### src/rtl/bm_pkg.sv
// ---------------------------------------------------------------------------
// bm_pkg
// Shared types and widths for the log-unit sharing controller.
//   U_W      : width of a uniform sample fed to the log unit (48)
//   E_W      : width of the signed log result (31)
//   req_id_t : requester index (two requesters)
//   tag_t    : per-issue tag travelling alongside the log unit latency
//              {valid, id[, zero]}. The zero bit only exists when
//              LOG_SHARE_ZERO_FLAG_EN is defined.
// ---------------------------------------------------------------------------
package bm_pkg;

   localparam int U_W = 48;
   localparam int E_W = 31;

   typedef logic [0:0] req_id_t;

   typedef struct packed {
      logic    valid;
      req_id_t id;
`ifdef LOG_SHARE_ZERO_FLAG_EN
      logic    zero;
`endif
   } tag_t;

endpackage

### src/rtl/log_share_ctrl_if.sv
// ---------------------------------------------------------------------------
// log_share_ctrl_if
// Bundles the two requester channels, the two result channels and the
// shared log unit operand/result into one interface.
//   master : requesters, result consumers and the log unit itself
//   slave  : the sharing controller (log_share_ctrl)
// Signals:
//   reqN_valid / reqN_u0 / reqN_ready  sample offer and acceptance
//   lg_u0 / lg_e                       operand to and result from log unit
//   rspN_valid / rspN_e / rspN_ready   per-requester result FIFO head
//   rspN_zero                          issued-u0-was-zero flag, only when
//                                      LOG_SHARE_ZERO_FLAG_EN is defined
// ---------------------------------------------------------------------------
interface log_share_ctrl_if;
   import bm_pkg::*;

   logic                  req0_valid;
   logic                  req1_valid;
   logic [U_W-1:0]        req0_u0;
   logic [U_W-1:0]        req1_u0;
   logic                  req0_ready;
   logic                  req1_ready;

   logic [U_W-1:0]        lg_u0;
   logic signed [E_W-1:0] lg_e;

   logic                  rsp0_valid;
   logic                  rsp1_valid;
   logic signed [E_W-1:0] rsp0_e;
   logic signed [E_W-1:0] rsp1_e;
   logic                  rsp0_ready;
   logic                  rsp1_ready;
`ifdef LOG_SHARE_ZERO_FLAG_EN
   logic                  rsp0_zero;
   logic                  rsp1_zero;
`endif

   modport master (
`ifdef LOG_SHARE_ZERO_FLAG_EN
      input  rsp0_zero, rsp1_zero,
`endif
      output req0_valid, req1_valid, req0_u0, req1_u0,
      input  req0_ready, req1_ready,
      input  lg_u0,
      output lg_e,
      input  rsp0_valid, rsp1_valid, rsp0_e, rsp1_e,
      output rsp0_ready, rsp1_ready
   );

   modport slave (
`ifdef LOG_SHARE_ZERO_FLAG_EN
      output rsp0_zero, rsp1_zero,
`endif
      input  req0_valid, req1_valid, req0_u0, req1_u0,
      output req0_ready, req1_ready,
      output lg_u0,
      input  lg_e,
      output rsp0_valid, rsp1_valid, rsp0_e, rsp1_e,
      input  rsp0_ready, rsp1_ready
   );

endinterface

### src/rtl/res_fifo.sv
// ---------------------------------------------------------------------------
// res_fifo
// Small synchronous result FIFO with a combinational head (first-word
// fall-through) so the head is visible in the same cycle valid is high.
// Parameters: DEPTH (power of two, >= 2), WIDTH (entry width).
// Ports:
//   clk, rst_n  clock, synchronous active-low reset (empties the FIFO)
//   i_push      write i_data at the tail
//   i_data      entry to write
//   i_pop       consume the head (ignored when empty)
//   o_data      head entry
//   o_valid     FIFO not empty
//   o_count     number of stored entries
// The upstream credit scheme guarantees no push while full; the assertion
// below guards that contract.
// ---------------------------------------------------------------------------
module res_fifo #(
   parameter int DEPTH = 4,
   parameter int WIDTH = 31
)(
   input  logic                    clk,
   input  logic                    rst_n,
   input  logic                    i_push,
   input  logic [WIDTH-1:0]        i_data,
   input  logic                    i_pop,
   output logic [WIDTH-1:0]        o_data,
   output logic                    o_valid,
   output logic [$clog2(DEPTH):0]  o_count
);

   localparam int AW = $clog2(DEPTH);
   localparam int CW = AW + 1;

   logic [WIDTH-1:0] r_mem [DEPTH];
   logic [AW-1:0]    r_wr_ptr;
   logic [AW-1:0]    r_rd_ptr;
   logic [CW-1:0]    r_count;

   logic             w_full;
   logic             w_push;
   logic             w_pop;

   assign w_full = (r_count == CW'(DEPTH));
   assign w_pop  = i_pop && (r_count != '0);
   assign w_push = i_push && !w_full;

   // Storage has no reset so it can map onto plain RAM/LUT memory.
   always_ff @(posedge clk) begin
      if (w_push) begin
         r_mem[r_wr_ptr] <= i_data;
      end
   end

   // Pointers wrap naturally because DEPTH is a power of two.
   always_ff @(posedge clk) begin
      if (!rst_n) begin
         r_wr_ptr <= '0;
         r_rd_ptr <= '0;
         r_count  <= '0;
      end else begin
         if (w_push) begin
            r_wr_ptr <= r_wr_ptr + AW'(1);
         end
         if (w_pop) begin
            r_rd_ptr <= r_rd_ptr + AW'(1);
         end
         case ({w_push, w_pop})
            2'b10:   r_count <= r_count + CW'(1);
            2'b01:   r_count <= r_count - CW'(1);
            default: r_count <= r_count;
         endcase
      end
   end

   assign o_data  = r_mem[r_rd_ptr];
   assign o_valid = (r_count != '0);
   assign o_count = r_count;

   a_no_overflow: assert property (@(posedge clk) disable iff (!rst_n) !(i_push && w_full));

endmodule

### src/rtl/log_share_ctrl.sv
// ---------------------------------------------------------------------------
// log_share_ctrl
// Shares one pipelined log unit between two requesters. Each cycle at most
// one requester is granted (round-robin on ties); the granted sample is
// registered onto lg_u0, and a {valid, id} tag follows it through LOG_LAT
// stages so that the returning lg_e lands in the right per-requester
// result FIFO. Credits (FIFO space minus results already in flight) make
// FIFO overflow impossible, so no back-pressure to the log unit is needed.
// Parameters:
//   LOG_LAT     cycles from lg_u0 capture edge to lg_e sample edge (1..8)
//   FIFO_DEPTH  per-requester result FIFO depth (power of two, 2..16)
// Ports:
//   clk     single clock, posedge
//   rst_n   synchronous active-low reset
//   io_bus  log_share_ctrl_if.slave (requests, results, log unit)
// Optional feature macro: LOG_SHARE_ZERO_FLAG_EN adds rspN_zero, which
// flags results whose issued u0 was zero.
// ---------------------------------------------------------------------------
module log_share_ctrl
   import bm_pkg::*;
#(
   parameter int LOG_LAT    = 2,
   parameter int FIFO_DEPTH = 4
)(
   input  logic            clk,
   input  logic            rst_n,
   log_share_ctrl_if.slave io_bus
);

   localparam int FCW = $clog2(FIFO_DEPTH) + 1;
   // Wide enough to hold FIFO count plus in-flight tags without wrapping.
   localparam int CW  = $clog2(FIFO_DEPTH + LOG_LAT + 1) + 1;
`ifdef LOG_SHARE_ZERO_FLAG_EN
   localparam int DW  = E_W + 1;
`else
   localparam int DW  = E_W;
`endif

   // Per-requester views of the interface
   logic [1:0]     w_req_valid;
   logic [1:0]     w_rsp_ready;
   logic [U_W-1:0] w_req_u0 [2];

   logic [1:0]     w_elig;
   logic [1:0]     w_grant;
   logic [1:0]     w_push;
   logic [1:0]     w_pop;
   logic [1:0]     w_rsp_valid;
   logic [DW-1:0]  w_head [2];
   logic [FCW-1:0] w_count [2];
   logic [CW-1:0]  w_inflight [2];
   logic [DW-1:0]  w_push_data;

   req_id_t        w_gnt_id;
   logic [U_W-1:0] w_sel_u0;
   tag_t           w_new_tag;

   req_id_t        r_prio;
   logic [U_W-1:0] r_lg_u0;
   tag_t           r_tag [LOG_LAT];

   assign w_req_valid = {io_bus.req1_valid, io_bus.req0_valid};
   assign w_rsp_ready = {io_bus.rsp1_ready, io_bus.rsp0_ready};
   assign w_req_u0[0] = io_bus.req0_u0;
   assign w_req_u0[1] = io_bus.req1_u0;

   // Results already committed to the log unit but not yet in a FIFO.
   always_comb begin
      w_inflight[0] = '0;
      w_inflight[1] = '0;
      for (int k = 0; k < LOG_LAT; k++) begin
         if (r_tag[k].valid) begin
            if (r_tag[k].id == 1'b1) begin
               w_inflight[1] = w_inflight[1] + CW'(1);
            end else begin
               w_inflight[0] = w_inflight[0] + CW'(1);
            end
         end
      end
   end

`ifdef LOG_SHARE_ZERO_FLAG_EN
   assign w_push_data = {r_tag[LOG_LAT-1].zero, io_bus.lg_e};
`else
   assign w_push_data = io_bus.lg_e;
`endif

   generate
      for (genvar gi = 0; gi < 2; gi++) begin : g_req
         // Eligible only with a free credit; a pop in this same cycle is
         // not counted, which keeps the grant path short.
         assign w_elig[gi] = w_req_valid[gi] &&
                             ((CW'(w_count[gi]) + w_inflight[gi]) < CW'(FIFO_DEPTH));

         assign w_push[gi] = r_tag[LOG_LAT-1].valid &&
                             (r_tag[LOG_LAT-1].id == req_id_t'(gi));
         assign w_pop[gi]  = w_rsp_valid[gi] && w_rsp_ready[gi];

         res_fifo #(
            .DEPTH (FIFO_DEPTH),
            .WIDTH (DW)
         ) u_fifo (
            .clk     (clk),
            .rst_n   (rst_n),
            .i_push  (w_push[gi]),
            .i_data  (w_push_data),
            .i_pop   (w_pop[gi]),
            .o_data  (w_head[gi]),
            .o_valid (w_rsp_valid[gi]),
            .o_count (w_count[gi])
         );
      end
   endgenerate

   // Grant: r_prio names the requester that wins a tie; it always points
   // away from whoever was granted last.
   always_comb begin
      w_grant = 2'b00;
      if (rst_n) begin
         if (&w_elig) begin
            w_grant = (r_prio == 1'b0) ? 2'b01 : 2'b10;
         end else begin
            w_grant = w_elig;
         end
      end
   end

   assign w_gnt_id = w_grant[1];
   assign w_sel_u0 = w_grant[1] ? w_req_u0[1] : w_req_u0[0];

   always_comb begin
      w_new_tag       = '0;
      w_new_tag.valid = |w_grant;
      w_new_tag.id    = w_gnt_id;
`ifdef LOG_SHARE_ZERO_FLAG_EN
      w_new_tag.zero  = (w_sel_u0 == '0);
`endif
   end

   // Tag pipeline mirrors the log unit latency; stage LOG_LAT-1 is valid
   // exactly in the cycle whose closing edge samples the matching lg_e.
   always_ff @(posedge clk) begin
      if (!rst_n) begin
         r_prio  <= '0;
         r_lg_u0 <= '0;
         for (int k = 0; k < LOG_LAT; k++) begin
            r_tag[k] <= '0;
         end
      end else begin
         if (|w_grant) begin
            r_prio  <= ~w_gnt_id;
            r_lg_u0 <= w_sel_u0;
         end
         r_tag[0] <= w_new_tag;
         for (int k = 1; k < LOG_LAT; k++) begin
            r_tag[k] <= r_tag[k-1];
         end
      end
   end

   assign io_bus.req0_ready = w_grant[0];
   assign io_bus.req1_ready = w_grant[1];
   assign io_bus.lg_u0      = r_lg_u0;
   assign io_bus.rsp0_valid = w_rsp_valid[0];
   assign io_bus.rsp1_valid = w_rsp_valid[1];
   assign io_bus.rsp0_e     = w_head[0][E_W-1:0];
   assign io_bus.rsp1_e     = w_head[1][E_W-1:0];
`ifdef LOG_SHARE_ZERO_FLAG_EN
   assign io_bus.rsp0_zero  = w_head[0][E_W];
   assign io_bus.rsp1_zero  = w_head[1][E_W];
`endif

endmodule

### src/flat_wrapper.sv
// flat-port wrapper written by rule: the top's interface ports become plain ports
module log_share_ctrl_flat import bm_pkg::*;
#(
   parameter int LOG_LAT    = 2,
   parameter int FIFO_DEPTH = 4
)
  (clk, rst_n, io_bus_req0_valid, io_bus_req1_valid, io_bus_req0_u0, io_bus_req1_u0, io_bus_req0_ready, io_bus_req1_ready, io_bus_lg_u0, io_bus_lg_e, io_bus_rsp0_valid, io_bus_rsp1_valid, io_bus_rsp0_e, io_bus_rsp1_e, io_bus_rsp0_ready, io_bus_rsp1_ready);
  log_share_ctrl_if io_bus_i ();
  input  logic clk;
  input  logic rst_n;
  input wire logic [$bits(io_bus_i.req0_valid)-1:0] io_bus_req0_valid;
  input wire logic [$bits(io_bus_i.req1_valid)-1:0] io_bus_req1_valid;
  input wire logic [$bits(io_bus_i.req0_u0)-1:0] io_bus_req0_u0;
  input wire logic [$bits(io_bus_i.req1_u0)-1:0] io_bus_req1_u0;
  output wire logic [$bits(io_bus_i.req0_ready)-1:0] io_bus_req0_ready;
  output wire logic [$bits(io_bus_i.req1_ready)-1:0] io_bus_req1_ready;
  output wire logic [$bits(io_bus_i.lg_u0)-1:0] io_bus_lg_u0;
  input wire logic [$bits(io_bus_i.lg_e)-1:0] io_bus_lg_e;
  output wire logic [$bits(io_bus_i.rsp0_valid)-1:0] io_bus_rsp0_valid;
  output wire logic [$bits(io_bus_i.rsp1_valid)-1:0] io_bus_rsp1_valid;
  output wire logic [$bits(io_bus_i.rsp0_e)-1:0] io_bus_rsp0_e;
  output wire logic [$bits(io_bus_i.rsp1_e)-1:0] io_bus_rsp1_e;
  input wire logic [$bits(io_bus_i.rsp0_ready)-1:0] io_bus_rsp0_ready;
  input wire logic [$bits(io_bus_i.rsp1_ready)-1:0] io_bus_rsp1_ready;
  assign io_bus_i.req0_valid = io_bus_req0_valid;
  assign io_bus_i.req1_valid = io_bus_req1_valid;
  assign io_bus_i.req0_u0 = io_bus_req0_u0;
  assign io_bus_i.req1_u0 = io_bus_req1_u0;
  assign io_bus_req0_ready = io_bus_i.req0_ready;
  assign io_bus_req1_ready = io_bus_i.req1_ready;
  assign io_bus_lg_u0 = io_bus_i.lg_u0;
  assign io_bus_i.lg_e = io_bus_lg_e;
  assign io_bus_rsp0_valid = io_bus_i.rsp0_valid;
  assign io_bus_rsp1_valid = io_bus_i.rsp1_valid;
  assign io_bus_rsp0_e = io_bus_i.rsp0_e;
  assign io_bus_rsp1_e = io_bus_i.rsp1_e;
  assign io_bus_i.rsp0_ready = io_bus_rsp0_ready;
  assign io_bus_i.rsp1_ready = io_bus_rsp1_ready;
  log_share_ctrl #(.LOG_LAT(LOG_LAT), .FIFO_DEPTH(FIFO_DEPTH)) u_core (.clk(clk), .rst_n(rst_n), .io_bus(io_bus_i));
endmodule
### config.mk
export PLATFORM = sky130hd
export DESIGN_NAME = log_share_ctrl_flat
export DESIGN_NICKNAME = d
export VERILOG_FILES = /design/src/rtl/bm_pkg.sv /design/src/rtl/log_share_ctrl_if.sv /design/src/rtl/res_fifo.sv /design/src/rtl/log_share_ctrl.sv /design/src/flat_wrapper.sv
export SDC_FILE = /design/constraint.sdc
export NUM_CORES = 1
export LEC_CHECK = 0
export BUFFER_PORTS_ARGS = -buffer_cell sky130_fd_sc_hd__buf_2
export CORE_MARGIN = 5
export CORE_UTILIZATION = 45
export DETAILED_ROUTE_END_ITERATION = 12
export PLACE_DENSITY = 0.65
export SYNTH_ARGS = -nofsm -noshare
export SYNTH_HDL_FRONTEND = slang
export SYNTH_SLANG_ARGS = --single-unit
export TNS_END_PERCENT = 10
### constraint.sdc
create_clock -name clk -period 4.3 [get_ports clk]
set_clock_uncertainty 0.05 [all_clocks]
set_input_delay 0.86 -clock clk [delete_from_list [all_inputs] [get_ports clk]]
set_output_delay 0.86 -clock clk [all_outputs]
set_load 0.005 [all_outputs]
# ---- Yosys cells after proc, flatten, opt, wreduce, memory -nomap -nowiden
# Memory sizes are Yosys's and may differ from the RTL's. A register that Yosys moved wholly into a read port is not among the register bits.
# Index checks and enable logic that the tools add are counted.
dict set report op_classes {
  addsub 12
  n_mul 0
  div_mod_pow 0
  magnitude_cmp 2
  n_eq_ne 6
  shift 0
  muxes 24
  bitwise 4
  n_reduce_logical 18
}
# op count
set ops {}
lappend ops {{48-bit 2-to-1 mux} 1}
lappend ops {{2-bit 2-to-1 mux} 9}
lappend ops {{3-bit one-hot mux with 2 select lines} 2}
lappend ops {{1-bit logical AND} 10}
lappend ops {{2-bit by 1-bit adder with 2-bit output (second input constant)} 4}
lappend ops {{3-bit by 4-bit adder with 4-bit output} 2}
lappend ops {{4-bit by 1-bit adder with 4-bit output (second input constant)} 2}
lappend ops {{4-bit by 3-bit less-than comparator with 1-bit output (second input constant)} 2}
lappend ops {{1-bit 2-to-1 mux} 8}
lappend ops {{4-bit 2-to-1 mux} 2}
lappend ops {{8-bit 2-to-1 mux} 1}
lappend ops {{3-bit by 1-bit adder with 3-bit output (second input constant)} 2}
lappend ops {{3-bit == test (second input constant)} 2}
lappend ops {{3-bit nonzero test} 2}
lappend ops {{3-bit by 1-bit subtractor with 3-bit output (second input constant)} 2}
lappend ops {{5-bit 2-to-1 mux} 1}
lappend ops {{2-bit by 1-bit == test with 1-bit output (second input constant)} 2}
lappend ops {{2-bit == test (second input constant)} 2}
lappend ops {{2-bit nonzero test} 2}
lappend ops {{1-bit zero test} 2}
lappend ops {{1-bit inverter} 2}
lappend ops {{1-bit bitwise OR} 2}
lappend ops {{2-bit AND reduction} 1}
lappend ops {{2-bit OR reduction} 1}
dict set report word_totals {
  register_bits 63
  latchBits 0
  ram_bits 252
  rom_bits 0
  inputBits 133
  output_inout_bits 114
  word_cells 77
  n_memories 3
}
# memory words word_bits rd rd_clocked_by_memory_dff write_ports line_no
set mem_list {}
lappend mem_list {{u_core.g_req[0].u_fifo.r_mem} 4 31 1 1 1 res_fifo.sv:34} ;# logic [WIDTH-1:0] r_mem [DEPTH];
lappend mem_list {{u_core.g_req[1].u_fifo.r_mem} 4 31 1 1 1 res_fifo.sv:34}
lappend mem_list {u_core.r_tag 2 2 2 0 2 log_share_ctrl.sv:60} ;# tag_t r_tag [LOG_LAT];

# ---- Depth between registers and ports, before layout
# An unclocked memory read counts as a cell.
dict set report logic_depth {
  word_depth 14
  ltp_mapped 12
  depth_no_buf 9
}

# ---- Modules after synthesis
# From an unflattened synthesis, not the netlist that was laid out.
dict set report hier_totals {
  cells_unflattened 797
  area_unflattened_um2 12801.0
}
# module n_inst cells_per_inst area_each_um2 seq_area_each_um2
set modules_own_cells {}
lappend modules_own_cells {res_fifo 2 212 4973.5 3903.7}
lappend modules_own_cells {log_share_ctrl 1 373 2854.0 1061.0}

# ---- Least setup slack after synthesis
# Ideal clock, no wire load.
dict set report synth_timing {
  path_kind {reg-to-output}
  from {memory u_core.r_tag[0][0] (netlist bit)}
  to {output io_bus_req1_ready}
  arrival_ns 2.053
  required_ns 3.390
  path_slack_ns 1.337
  path_stages_with_launch 12
  n_path_buf 3
  path_cell_list {dfxtp_1 > and2_1 > ha_1 > and2_1 > ha_1 > nand2_1 > a21oi_2 > or3_1 > buf_6 > buf_6 > clkbuf_1 > nor2_1}
}
# element line_no
set synth_rtl {}
lappend synth_rtl {{from (decl)} log_share_ctrl.sv:60}
lappend synth_rtl {{to (decl)} flat_wrapper.sv:16} ;# output wire logic [$bits(io_bus_i.req1_ready)-1:0] io_bus_req1_ready;

==> results.cfg <==
[layout]
drive_above_1_share = 0.384
syn_to_final_growth_pct = 21.6
mostFrequentLayoutCell = sky130_fd_sc_hd__edfxtp_1
design_area_um2 = 15100
commonest_non_fill_non_tap_cells_in_the_layout = sky130_fd_sc_hd__edfxtp_1 (248), sky130_fd_sc_hd__buf_2 (246), sky130_fd_sc_hd__o21ai_0 (96)
finalNetCount = 1129

[hold_path]
timing.hold.worst.class = reg -> reg

[timing]
fraction_of_the_cycle_the_final_worst_path_needs = 0.773
achievable_frequency_mhz = 301
min_period_ps = 3320
timing.max_slew.rel_slack = 0.359
worst-slew-pin-transition_ps = 961
final-max-slew-violation-count = 0
finalHoldViolCount = 0
tns_ps = 0
report.final.setup_viol = 0
rsz0062_at_grt = false

[pwr]
p_leak_nw = 5.33
power.switching_w = 0.00165
power_density_nw_per_um2 = 473
power_frac_clock = 0.386
power.share.switching = 0.231
pwr-share-comb = 0.120
p_seq_frac = 0.494
largest_vdd_supply_drop_mv = 0.250
cell_internal_power_w = 0.00550

[synth]
ys_ff_latch = 319
netlist.area_leader.share = 0.599
synth_fp_nets = 884
synth_area_per_cell_um2 = 16.9
synth.cell_area_um2 = 12400
synthTopCellsByArea = sky130_fd_sc_hd__edfxtp_1 (60%), sky130_fd_sc_hd__dfxtp_1 (11%), sky130_fd_sc_hd__mux4_2 (11%), sky130_fd_sc_hd__o21ai_0 (3.9%), sky130_fd_sc_hd__or3b_1 (3.4%)
synthesis.instances = 735
ys_seq_area_frac = 0.714
synth_area_leader_cell = sky130_fd_sc_hd__edfxtp_1
yosys_warnings = 0
synth.distinct_cells = 32

[floorplan]
core_region_area_um2 = 27100
fp.dieH_um = 176
fp-row-count = 60
die_area_um2 = 31000
num_io_pins = 247
chipWidth_um = 176
initial_utilization = 0.458

[clocking]
path_clk_slew_ps = 60
root_buffer = sky130_fd_sc_hd__clkbuf_16
cts_hold_repair.buffers = 0
number_of_sinks_handled_by_clock_tree_synthesis = 319
cts_buffer_depth = 3
postCtsResizedCells = 0
numCtsBuffers = 35
cts_setup_buffers = 0
cts.htree.levels = 2
clock_insertion_delay_worst_skew_ps = 510
tritoncts_clock_tree = yes

[routing]
post-route-drc-count = 0
post_drt_via_cell_ratio = 5.27
post_drt_wl_per_cell_um = 20.3
detail-route-antenna-nets = 0
drtIter0Drc = 257
drt-total-wl_mm = 27.9
routed-via-count = 7270
drt_pre_antenna_iters = 4

[worst_setup_path]
crit_fanout = 5
worst-endpoint-required_ps = 3390
worst_setup_path_end_kind = primary output
reg2reg_setup_slack_ps = 1430
cp.arrival_ps = 2410
path_class = reg -> out
critical_path.startpoint_type = flip-flop

[placed_design]
placement.cell_area_um2 = 14000
post-dp-hpwl_mm = 17.7
io_buffers = 246
gp_routability_congestion = 0.795

[global_route]
grt_antenna_before_repair = 7
grt_util_all_layers = 0.177
grt_pass1_wl_mm = 42.5
grt_overflow = 0
first_global_vias = 7334
grt_max_degree = 98

[job]
max-cap-violations = 0

[outcome]
outcome = finished clean
-- flip-flops by register name, summed over array words and instances, names as in the netlist, named ones only --
register,count
u_core.g_req.u_fifo.r_wr_ptr,4
u_core.g_req.u_fifo.r_mem,248
u_core.r_tag,4
u_core.io_bus.lg_u0,48
u_core.g_req.u_fifo.o_count,6
u_core.g_req.u_fifo.r_rd_ptr,4
u_core.r_prio,1
-- kinds of logic (layout without fill, tap and decap cells) --
| family | Yosys count | after routing | share of synthesized area |
|---|---|---|---|
| compound gates | 157 | 157 | 0.0696 |
| xor+xnor | 10 | 10 | 0.00705 |
| fa+ha+maj | 16 | 16 | 0.0173 |
| buf+inv | 66 | 334 | 0.0220 |
| flops | 319 | 319 | 0.714 |
| mux | 64 | 64 | 0.114 |
| other cells | 0 | 4 | 0 |
| simple gates | 103 | 103 | 0.0563 |
-- power groups by stage --
| stage | logic [W] | clock network, W | registers [W] |
|---|---|---|---|
| final | 0.000856 | 0.00276 | 0.00353 |
| after floorplan | 0.000528 | 0 | 0.00355 |
| after detailed placement | 0.000877 | 0 | 0.00360 |
| after global placement | 0.000867 | 0 | 0.00360 |
| after global routing | 0.000955 | 0.00298 | 0.00355 |
| after CTS | 0.000878 | 0.00283 | 0.00354 |
-- final cells by class --
class	count	area [µm²]
inverter	16	60.1
sequential	319	8870
clock inverter	14	111
antenna	4	10.0
multi-input combinational	350	3310
timing repair buffer	258	1320
fill	2206	12000
clock buffer	46	958
tap	372	465
-- Yosys cell counts --
cell type                    n
sky130_fd_sc_hd__nor3_2      1
sky130_fd_sc_hd__or3b_1     48
sky130_fd_sc_hd__or3b_2      1
sky130_fd_sc_hd__nor2b_1     1
sky130_fd_sc_hd__inv_2       1
sky130_fd_sc_hd__o21ai_0    96
sky130_fd_sc_hd__edfxtp_1  248
sky130_fd_sc_hd__mux2i_1     2
sky130_fd_sc_hd__nand2_1     8
sky130_fd_sc_hd__or3_1       5
sky130_fd_sc_hd__fa_1        2
sky130_fd_sc_hd__buf_2       2
sky130_fd_sc_hd__ha_1       14
sky130_fd_sc_hd__or2_2       1
sky130_fd_sc_hd__o31ai_1     1
sky130_fd_sc_hd__a21oi_2     2
sky130_fd_sc_hd__and2_1     16
sky130_fd_sc_hd__nor2_1     21
sky130_fd_sc_hd__xor2_1      6
sky130_fd_sc_hd__o21ai_1     2
sky130_fd_sc_hd__clkbuf_1   36
sky130_fd_sc_hd__nand3b_1    1
sky130_fd_sc_hd__mux4_2     62
sky130_fd_sc_hd__dfxtp_1    71
sky130_fd_sc_hd__xnor2_1     4
sky130_fd_sc_hd__a311oi_1    2
sky130_fd_sc_hd__buf_6       3
sky130_fd_sc_hd__o22ai_1     1
sky130_fd_sc_hd__buf_1       9
sky130_fd_sc_hd__a21oi_1     5
sky130_fd_sc_hd__a31oi_1    48
sky130_fd_sc_hd__inv_1      15
-- through the flow --
step,hold WS [ps],std cells,power [W],setup slack (ps),utilization
2_1_floorplan,406,735,0.00408,1340,-
3_3_place_gp,439,1315,0.00446,1470,0.518
3_5_place_dp,446,1315,0.00448,1410,0.518
4_1_cts,450,1375,0.00725,945,0.557
5_1_grt,476,1378,0.00749,856,0.557
6_report,455,1379,0.00715,977,0.557
-- worst paths after layout --
| kind | startpoint | end | cells past startpoint |
|---|---|---|---|
| max | u_core.r_tag[0][0]$_SDFF_PN0_ | io_bus_req1_ready | 9 |
| min | u_core.r_tag[0][1]$_SDFF_PN0_ | u_core.r_tag[0][3]$_SDFF_PN0_ | 1 |
| max reg2reg | u_core.r_tag[0][0]$_SDFF_PN0_ | u_core.io_bus.lg_u0[36]$_SDFFE_PN0P_ | 10 |
| min reg2reg | u_core.r_tag[0][1]$_SDFF_PN0_ | u_core.r_tag[0][3]$_SDFF_PN0_ | 1 |
-- worst max-delay path, stage by stage (launching register included) --
cell and delay, ps:
sky130_fd_sc_hd__dfxtp_1 330, sky130_fd_sc_hd__and2_1 170, sky130_fd_sc_hd__ha_1 180, sky130_fd_sc_hd__and2_1 150, sky130_fd_sc_hd__ha_1 260, sky130_fd_sc_hd__nand2_1 80, sky130_fd_sc_hd__a21oi_2 50, sky130_fd_sc_hd__or3_2 460
sky130_fd_sc_hd__nor2_1 110, sky130_fd_sc_hd__buf_2 130
-- layer usage --
metal / global-route usage / routed length [µm] / up-vias
li1: - / - / 3403
met1: 0.223 / 11300 / 3554
met2: 0.291 / 13800 / 268
met3: 0.0544 / 2330 / 41
met4: 0.0640 / 570 / 4
met5: 0 / 27 / -
(Power assumes the default switching activity.)
